File: src/rtl/spi_master_pkg.sv
// Shared types for the SPI master: transfer FSM state encoding.
package spi_master_pkg;

  typedef enum logic [1:0] {
    ST_IDLE = 2'd0,
    ST_XFER = 2'd1,
    ST_DONE = 2'd2
  } spi_state_e;

endpackage

File: src/rtl/spi_master_if.sv
// Control-side handshake plus SPI pins of the master, grouped as one bundle.
interface spi_master_if #(
  parameter int DATA_WIDTH = 8
) ();

  logic                  start;
  logic [DATA_WIDTH-1:0] data_in;
  logic [DATA_WIDTH-1:0] data_out;
  logic                  busy;
  logic                  sclk;
  logic                  mosi;
  logic                  miso;
  logic                  ss;

  modport master (
    input  start, data_in, miso,
    output data_out, busy, sclk, mosi, ss
  );

  modport slave (
    output start, data_in, miso,
    input  data_out, busy, sclk, mosi, ss
  );

endinterface

File: src/rtl/spi_master_clk_gen.sv
// SCLK divider: toggles sclk every CLK_DIV enabled clk cycles and flags the toggle edge.
module spi_clk_gen
  import spi_master_pkg::*;
#(
  parameter int CLK_DIV_WIDTH = 8,
  parameter int CLK_DIV       = 2
) (
  input  logic clk,
  input  logic reset,
  input  logic en,
  input  logic clear,
  output logic sclk,
  output logic rise,
  output logic fall
);

  localparam logic [CLK_DIV_WIDTH-1:0] DIV_LAST = CLK_DIV_WIDTH'(CLK_DIV - 1);

  logic [CLK_DIV_WIDTH-1:0] div_cnt_q, div_cnt_d;
  logic                     sclk_q, sclk_d;
  logic                     tc;

  // rise/fall mark the clk edge on which sclk_q is about to change
  always_comb begin
    div_cnt_d = div_cnt_q;
    sclk_d    = sclk_q;
    tc        = en && (div_cnt_q == DIV_LAST);
    rise      = tc && !sclk_q;
    fall      = tc && sclk_q;
    if (clear) begin
      div_cnt_d = '0;
      sclk_d    = 1'b0;
    end else if (en) begin
      if (tc) begin
        div_cnt_d = '0;
        sclk_d    = !sclk_q;
      end else begin
        div_cnt_d = div_cnt_q + CLK_DIV_WIDTH'(1);
      end
    end
  end

  always_ff @(posedge clk) begin
    if (!reset) begin
      div_cnt_q <= '0;
      sclk_q    <= 1'b0;
    end else begin
      div_cnt_q <= div_cnt_d;
      sclk_q    <= sclk_d;
    end
  end

  assign sclk = sclk_q;

endmodule

File: src/rtl/spi_master.sv
// SPI mode-0 master, MSB first: shifts one word out on mosi while capturing one from miso.
module spi_master
  import spi_master_pkg::*;
#(
  parameter int DATA_WIDTH    = 8,
  parameter int CLK_DIV_WIDTH = 8,
  parameter int CLK_DIV       = 2
) (
  input  logic         clk,
  input  logic         reset,
  spi_master_if.master bus
);

  localparam int CNT_W = (DATA_WIDTH > 1) ? $clog2(DATA_WIDTH) : 1;
  localparam logic [CNT_W-1:0] LAST_BIT = CNT_W'(DATA_WIDTH - 1);

  spi_state_e            state_q, state_d;
  logic [DATA_WIDTH-1:0] tx_q, tx_d;
  logic [DATA_WIDTH-1:0] rx_q, rx_d;
  logic [DATA_WIDTH-1:0] dout_q, dout_d;
  logic [CNT_W-1:0]      bit_cnt_q, bit_cnt_d;
  logic                  ss_q, ss_d;
  logic                  busy_q, busy_d;
  logic                  clk_en, clk_clear;
  logic                  sclk, sclk_rise, sclk_fall;

  spi_clk_gen #(
    .CLK_DIV_WIDTH (CLK_DIV_WIDTH),
    .CLK_DIV       (CLK_DIV)
  ) u_clk_gen (
    .clk   (clk),
    .reset (reset),
    .en    (clk_en),
    .clear (clk_clear),
    .sclk  (sclk),
    .rise  (sclk_rise),
    .fall  (sclk_fall)
  );

  // mosi is the MSB of the tx register, so clearing tx_q also parks mosi low
  always_comb begin
    state_d   = state_q;
    tx_d      = tx_q;
    rx_d      = rx_q;
    dout_d    = dout_q;
    bit_cnt_d = bit_cnt_q;
    ss_d      = ss_q;
    busy_d    = busy_q;
    clk_en    = 1'b0;
    clk_clear = 1'b0;
    case (state_q)
      ST_IDLE: begin
        if (bus.start) begin
          tx_d      = bus.data_in;
          ss_d      = 1'b0;
          busy_d    = 1'b1;
          bit_cnt_d = '0;
          clk_clear = 1'b1;
          state_d   = ST_XFER;
        end
      end
      ST_XFER: begin
        clk_en = 1'b1;
        if (sclk_rise) begin
          rx_d = {rx_q[DATA_WIDTH-2:0], bus.miso};
        end
        if (sclk_fall) begin
          if (bit_cnt_q == LAST_BIT) begin
            state_d = ST_DONE;
          end else begin
            bit_cnt_d = bit_cnt_q + CNT_W'(1);
            tx_d      = {tx_q[DATA_WIDTH-2:0], 1'b0};
          end
        end
      end
      ST_DONE: begin
        dout_d  = rx_q;
        ss_d    = 1'b1;
        busy_d  = 1'b0;
        tx_d    = '0;
        state_d = ST_IDLE;
      end
      default: begin
        state_d = ST_IDLE;
      end
    endcase
  end

  always_ff @(posedge clk) begin
    if (!reset) begin
      state_q   <= ST_IDLE;
      tx_q      <= '0;
      rx_q      <= '0;
      dout_q    <= '0;
      bit_cnt_q <= '0;
      ss_q      <= 1'b1;
      busy_q    <= 1'b0;
    end else begin
      state_q   <= state_d;
      tx_q      <= tx_d;
      rx_q      <= rx_d;
      dout_q    <= dout_d;
      bit_cnt_q <= bit_cnt_d;
      ss_q      <= ss_d;
      busy_q    <= busy_d;
    end
  end

  assign bus.sclk     = sclk;
  assign bus.mosi     = tx_q[DATA_WIDTH-1];
  assign bus.ss       = ss_q;
  assign bus.busy     = busy_q;
  assign bus.data_out = dout_q;

endmodule

File: src/flat_wrapper.sv
// flat-port wrapper written by rule: the top's interface ports become plain ports
module spi_master_flat import spi_master_pkg::*;
#(
  parameter int DATA_WIDTH    = 8,
  parameter int CLK_DIV_WIDTH = 8,
  parameter int CLK_DIV       = 2
)
  (clk, reset, bus_start, bus_data_in, bus_miso, bus_data_out, bus_busy, bus_sclk, bus_mosi, bus_ss);
  spi_master_if #(.DATA_WIDTH(DATA_WIDTH)) bus_i ();
  input  logic clk;
  input  logic reset;
  input wire logic [$bits(bus_i.start)-1:0] bus_start;
  input wire logic [$bits(bus_i.data_in)-1:0] bus_data_in;
  input wire logic [$bits(bus_i.miso)-1:0] bus_miso;
  output wire logic [$bits(bus_i.data_out)-1:0] bus_data_out;
  output wire logic [$bits(bus_i.busy)-1:0] bus_busy;
  output wire logic [$bits(bus_i.sclk)-1:0] bus_sclk;
  output wire logic [$bits(bus_i.mosi)-1:0] bus_mosi;
  output wire logic [$bits(bus_i.ss)-1:0] bus_ss;
  assign bus_i.start = bus_start;
  assign bus_i.data_in = bus_data_in;
  assign bus_i.miso = bus_miso;
  assign bus_data_out = bus_i.data_out;
  assign bus_busy = bus_i.busy;
  assign bus_sclk = bus_i.sclk;
  assign bus_mosi = bus_i.mosi;
  assign bus_ss = bus_i.ss;
  spi_master #(.DATA_WIDTH(DATA_WIDTH), .CLK_DIV_WIDTH(CLK_DIV_WIDTH), .CLK_DIV(CLK_DIV)) u_core (.clk(clk), .reset(reset), .bus(bus_i));
endmodule
File: config.mk
export PLATFORM = sky130hd
export DESIGN_NAME = spi_master_flat
export DESIGN_NICKNAME = d
export VERILOG_FILES = /design/src/rtl/spi_master_pkg.sv /design/src/rtl/spi_master_if.sv /design/src/rtl/spi_master_clk_gen.sv /design/src/rtl/spi_master.sv /design/src/flat_wrapper.sv
export SDC_FILE = /design/constraint.sdc
export NUM_CORES = 1
export LEC_CHECK = 0
export CAP_MARGIN = 30
export CELL_PAD_IN_SITES_DETAIL_PLACEMENT = 1
export CELL_PAD_IN_SITES_GLOBAL_PLACEMENT = 1
export CORE_ASPECT_RATIO = 1.2
export CORE_MARGIN = 2
export CORE_UTILIZATION = 44
export DETAILED_ROUTE_END_ITERATION = 10
export PLACE_DENSITY_LB_ADDON = 0.1
export SLEW_MARGIN = 20
export SYNTH_ARGS = -nofsm -noshare
export SYNTH_HDL_FRONTEND = slang
export SYNTH_SLANG_ARGS = --single-unit
File: constraint.sdc
create_clock -name clk -period 3.69 [get_ports clk]
set_input_delay 0.738 -clock clk [delete_from_list [all_inputs] [get_ports clk]]
set_output_delay 0.738 -clock clk [all_outputs]
set_load 0.05 [all_outputs]
# Word level (Yosys, flattened, before mapping)
# Cells that the tools add are included.
# word_totals
ff_bits	40
in_bits	12
out_inout_bits	12
wordCells	55
# op_classes
n_addsub	2
eq_ne	8
mux	20
n_bitwise	1
n_reduce_logical	15
# op_table
cell	n
8-bit 2-to-1 mux	4
8-bit case mux with 3 select lines	1
3-bit 2-to-1 mux	3
8-bit by 1-bit adder with 8-bit output, second input constant	1
8-bit by 1-bit == test with 1-bit output, second input constant	1
4-bit AND reduction	2
2-bit 2-to-1 mux	3
3-bit case mux with 2 select lines	1
2-bit AND reduction	3
1-bit 2-to-1 mux	5
2-bit by 1-bit inequality test with 1-bit output, second input constant	2
2-bit inequality test, second input constant	2
1-bit case mux with 2 select lines	2
2-bit case mux with 2 select lines	1
2-bit nonzero test	2
3-bit by 1-bit adder with 3-bit output, second input constant	1
3-bit == test, second input constant	1
1-bit logical AND	3
3-bit AND reduction	1
3-bit nonzero test	1
2-bit by 1-bit == test with 1-bit output, second input constant	1
2-bit == test, second input constant	1
2-bit zero test	1
2-bit OR reduction	1
other kinds (2)	2

# Depth between registers and ports, before layout
# logic_depth
ltp_word	6
mapped_depth	8

# Hierarchy
# A second synthesis with hierarchy kept.
# unflattened
hier_cells	220
hier_area_um2	1924.3
# modules_own_cells
module	instances	cells_each	area_per_inst_um2	seq_area_each_um2
spi_master	1	168	1477.7	620.6
spi_clk_gen	1	52	446.7	180.2

# Least setup slack after synthesis
# Ideal clock, no wire load.
# synth_path
kind	input port to flip-flop
from	input port bus_start
to	register u_core.tx_q[0]
setup_ns	0.073
arrival_time_ns	1.607
required_time_ns	3.617
slack_ns	2.010
path_stages	4
n_path_buf	0
path_cell_list	and2b_1 > nor3_1 > a41oi_4 > mux2i_1
# synth_between
elab_chain_len	2
# synth_rtl
item	line	rtl
start, declared	flat_wrapper.sv:12	input wire logic [$bits(bus_i.start)-1:0] bus_start;
2-bit inequality test (no source line)	n/a	
4-bit AND reduction (no source line)	n/a	
end signal, assigned	spi_master.sv:100	tx_q <= tx_d;
end, declared	spi_master.sv:18	logic [DATA_WIDTH-1:0] tx_q, tx_d;
# Every way passes these cells.
# A chain may end at the register's enable or synchronous reset.

# Worst setup path in the final report
# layout_path
from	register u_core.u_clk_gen.sclk_q (netlist: u_core.u_clk_gen.sclk)
to	output port bus_sclk
# layout_rtl
item	line	rtl
start, declared	spi_master_clk_gen.sv:20	logic sclk_q, sclk_d;
start signal, assigned	spi_master_clk_gen.sv:49	sclk_q <= sclk_d;
end, declared	flat_wrapper.sv:17	output wire logic [$bits(bus_i.sclk)-1:0] bus_sclk;
# No word-level cell between the ends.

==> run summary <==
The run finished with clean final reports. Via count normalized by instance count: 5.19. STA puts the critical path data required time at 2950 ps.

In the post-synthesis netlist, the biggest area contributors are sky130_fd_sc_hd__dfxtp_1 42%, sky130_fd_sc_hd__mux2i_1 8.8%, sky130_fd_sc_hd__nand2_1 6.6%. TritonCTS built the clock tree. The cell family contributing the most delay on the critical path is buffers and inverters. The detailed-routing iteration count for the pre-antenna-repair pass is 4. The area share of the leading cell type in the synthesized netlist was 0.415; the number of nets produced by synthesis was 240. The share of total power consumed by net switching was 0.320.

The repair_antennas step left the layout with diodes totalling 0. Critical path startpoint: u_core.u_clk_gen.sclk. The share of total power in the clock network was 0.283; the share of the yosys chip area belonging to registers was 0.415. The run gives 78 as the first-iteration detailed-routing DRC count.

Setup repair after global routing left no endpoint under its margin. Summed over all failing endpoints, the final setup total negative slack is 0 ps. The switching power total came out at 0.342 mW. The hold buffer count at CTS was 0. The final period utilization is 0.692, and the worst setup slack for register-to-register paths is 1770 ps. The count of state elements after synthesis was 40; the count of warnings emitted by yosys was 0. The maximum fanout count along the critical path is 12, and the count of cell instances traversed by the critical path is 1. The pin count of the biggest net entering global routing is 38, and the setup slack of the critical path after layout is 1140 ps. The die footprint was 4930 um2.

The worst setup path is launched from a flip-flop. The fraction of layout instances using a drive strength above 1 was 0.0664. The synthesized design contains 0 enable-type register cells. The final hold violation count is 0, and the routed via count is 1541. On the worst path, the slowest cell contributes a delay of 900 ps. Cell type with the largest total area after synthesis: sky130_fd_sc_hd__dfxtp_1.

The signal on the critical path passes through clkdlybuf4s50_1. Measured along the y axis, the die boundary spans 76.5 um. Gates resized during post-CTS repair numbered 0. The average instance in the mapped netlist occupies 8.80 um2. The async set-or-reset flop fraction in the synthesized netlist was 0; the weighted congestion reported at the end of routability-driven placement was 0.779.

The detail route stage leaves a number of antenna-violating nets equal to 0. The area growth from synthesis to layout was 18.6%; the clock transition at the registers of the reported paths was 80 ps. Leading cell type by number of instances after synthesis: sky130_fd_sc_hd__dfxtp_1. Buffers inserted during clock tree synthesis total 5. Between clock sinks in the finished design, the worst skew comes to 6.39 ps.

The initial antenna violation count came out at 0. By count the netlist is led by 40 x sky130_fd_sc_hd__dfxtp_1, 34 x sky130_fd_sc_hd__nand2_1, 18 x sky130_fd_sc_hd__o21ai_0. The end-of-flow core utilization came out at 0.541. The startpoint identified for the worst register-to-register timing path is u_core.state_q[1]. The tools report the core box area as 4230 um2.

The most critical setup path has its endpoint at bus_sclk. The proportion of power drawn by combinational gates was 0.260. Measured in cells, the most critical reg-to-reg path has a length of 6. The final wirelength was 4.43 mm.

During placement, the flow inserted port buffers numbering 23. The run gives 0.199 as the all-layer global routing usage. The total congestion overflow after global routing was 0; the via count of the first global-routing pass was 1592.

After synthesis, the netlist uses 32 different library cells. Cell at the root of the clock tree: sky130_fd_sc_hd__clkbuf_8. The ratio of total power to cell area works out to 466 nW/um2. CTS built an H-tree with a depth of 2.

The min-delay analysis places its worst path in the category reg -> reg. The worst setup path is captured at a primary output. For the pin with the worst max-slew slack, the measured transition is 559 ps. The worst path needs 2550 ps of the cycle, external delays included. The starting utilization of the core area was 0.456; the synthesized netlist cell count was 219. The die is 64.4 um wide. The first global-routing pass estimated 7.64 mm of wire. On the final layout, the worst hold slack is 463 ps. The buffering stage count on the worst path with inverters included was 1. The wire-length estimate of the detail-placed layout is 3.14 mm. The logs give 290 ps for the worst-skew pair later-pin latency and 1310 ps for the worst setup slack after placement. The run gives 0.725 mW as the cell-internal power.

Clock tree synthesis found a total of 40 sinks. For this run, design rule violations remaining after detail routing come to 0. The maximum vdd ir drop was 293 uV; the final-report max-slew violation count was 0. For the leakage dissipation, the log shows 0.826 nW. The run gives 0 as the max-cap check violation count. Setup violations remaining at the end of the flow were counted as 0. The most used flip-flop cell after synthesis is sky130_fd_sc_hd__dfxtp_1. Data on the critical path arrives at its endpoint at 1810 ps. The routed wire length per instance works out to 14.9 um. The worst-path cell with the longest stage delay is sky130_fd_sc_hd__clkdlybuf4s50_1. 24 I/O pins were placed. The logs give 261 for the final-stage net count and 0 for the number of buffers added for setup after CTS. Static timing analysis puts the maximum clock frequency at 0.392 GHz. The headroom to the max-slew limit was 0.628; the row count was 26. In this run the critical register-to-register path is captured at u_core.u_clk_gen.div_cnt_q[1]. The run gives 2 as the maximum root-to-sink buffer count. Summing internal, switching and leakage power gives 1.07 mW.

Area of the mapped netlist: 1930 um2. The type of the setup path with the least slack is reg -> out. The tools report the sequential share of power as 0.456.
[cells by family after synthesis]
| family | Yosys count | synth area share |
|---|---|---|
| adder cells (fa/ha/maj) | 9 | 0.0584 |
| XOR/XNOR | 6 | 0.0273 |
| multiplexers | 17 | 0.0883 |
| flip-flops | 40 | 0.415 |
| AO/OA/AOI/OAI | 40 | 0.136 |
| AND/OR/NAND/NOR | 85 | 0.228 |
| buffers and inverters | 22 | 0.0467 |
[worst min path at each step]
stage                   start  depth (start not counted)  slack (ps)             end
6_report       u_core.tx_q[1]                          2         460  u_core.tx_q[1]
5_1_grt        u_core.tx_q[4]                          2         490  u_core.tx_q[4]
4_1_cts        u_core.tx_q[1]                          2         470  u_core.tx_q[1]
3_5_place_dp   u_core.tx_q[1]                          2         460  u_core.tx_q[1]
3_3_place_gp   u_core.tx_q[4]                          2         440  u_core.tx_q[4]
2_1_floorplan  u_core.tx_q[1]                          2         440  u_core.tx_q[1]
[stage by stage]
| step | area (um2) | instances |
|---|---|---|
| after global placement | 2190 | 289 |
| after floorplan | 1930 | 219 |
| after global routing | 2290 | 297 |
| final | 2290 | 297 |
| after CTS | 2290 | 297 |
| after detailed placement | 2190 | 289 |
[cell usage in the layout, fill, tap and decap left out, drive strengths merged, types with 3 or more instances in the layout]
master,synthesis,final
inv,11,11
ha,9,9
mux2i,17,17
nor2,12,12
nor2b,8,8
nor3,4,4
xor2,3,3
a21boi,10,10
o21ai,18,18
clkbuf,7,6
xnor2,3,3
nand2b,4,4
nand3,11,11
nand2,34,34
dfxtp,40,40
a21oi,5,5
clkdlybuf4s50,0,23
[routing by layer]
metal | track usage | vias to the layer above | share of wire
met5 | 0 | - | 0
met4 | 0.0936 | 0 | 0.0084
met3 | 0.0414 | 4 | 0.028
met2 | 0.354 | 24 | 0.53
met1 | 0.222 | 736 | 0.44
li1 | - | 777 | -
[power groups by stage]
stage                     Clock (mW)  Combinational (mW)  Sequential, mW
after floorplan                    0               0.188           0.512
after global placement             0               0.264           0.493
after detailed placement           0               0.279           0.497
after CTS                      0.308               0.280           0.487
after global routing           0.326               0.309           0.492
final                          0.302               0.278           0.487
[state kept, by name, summed over array words and instances (netlist names)]
signal                      count
u_core.tx_q                     8
u_core.u_clk_gen.sclk           1
u_core.bus.busy                 1
u_core.rx_q                     8
u_core.state_q                  2
u_core.bus.data_out             8
u_core.bit_cnt_q                3
u_core.bus.ss                   1
u_core.u_clk_gen.div_cnt_q      8
[area by class of cell]
cell class	instances	area, um2
clock buffer	6	82.6
sequential	40	801
tap	56	70.1
clock inverter	2	10.0
fill	502	1940
timing repair buffer	25	245
inverter	11	41.3
multi-input combinational	157	1040
Power figures use the tool's default switching activity.
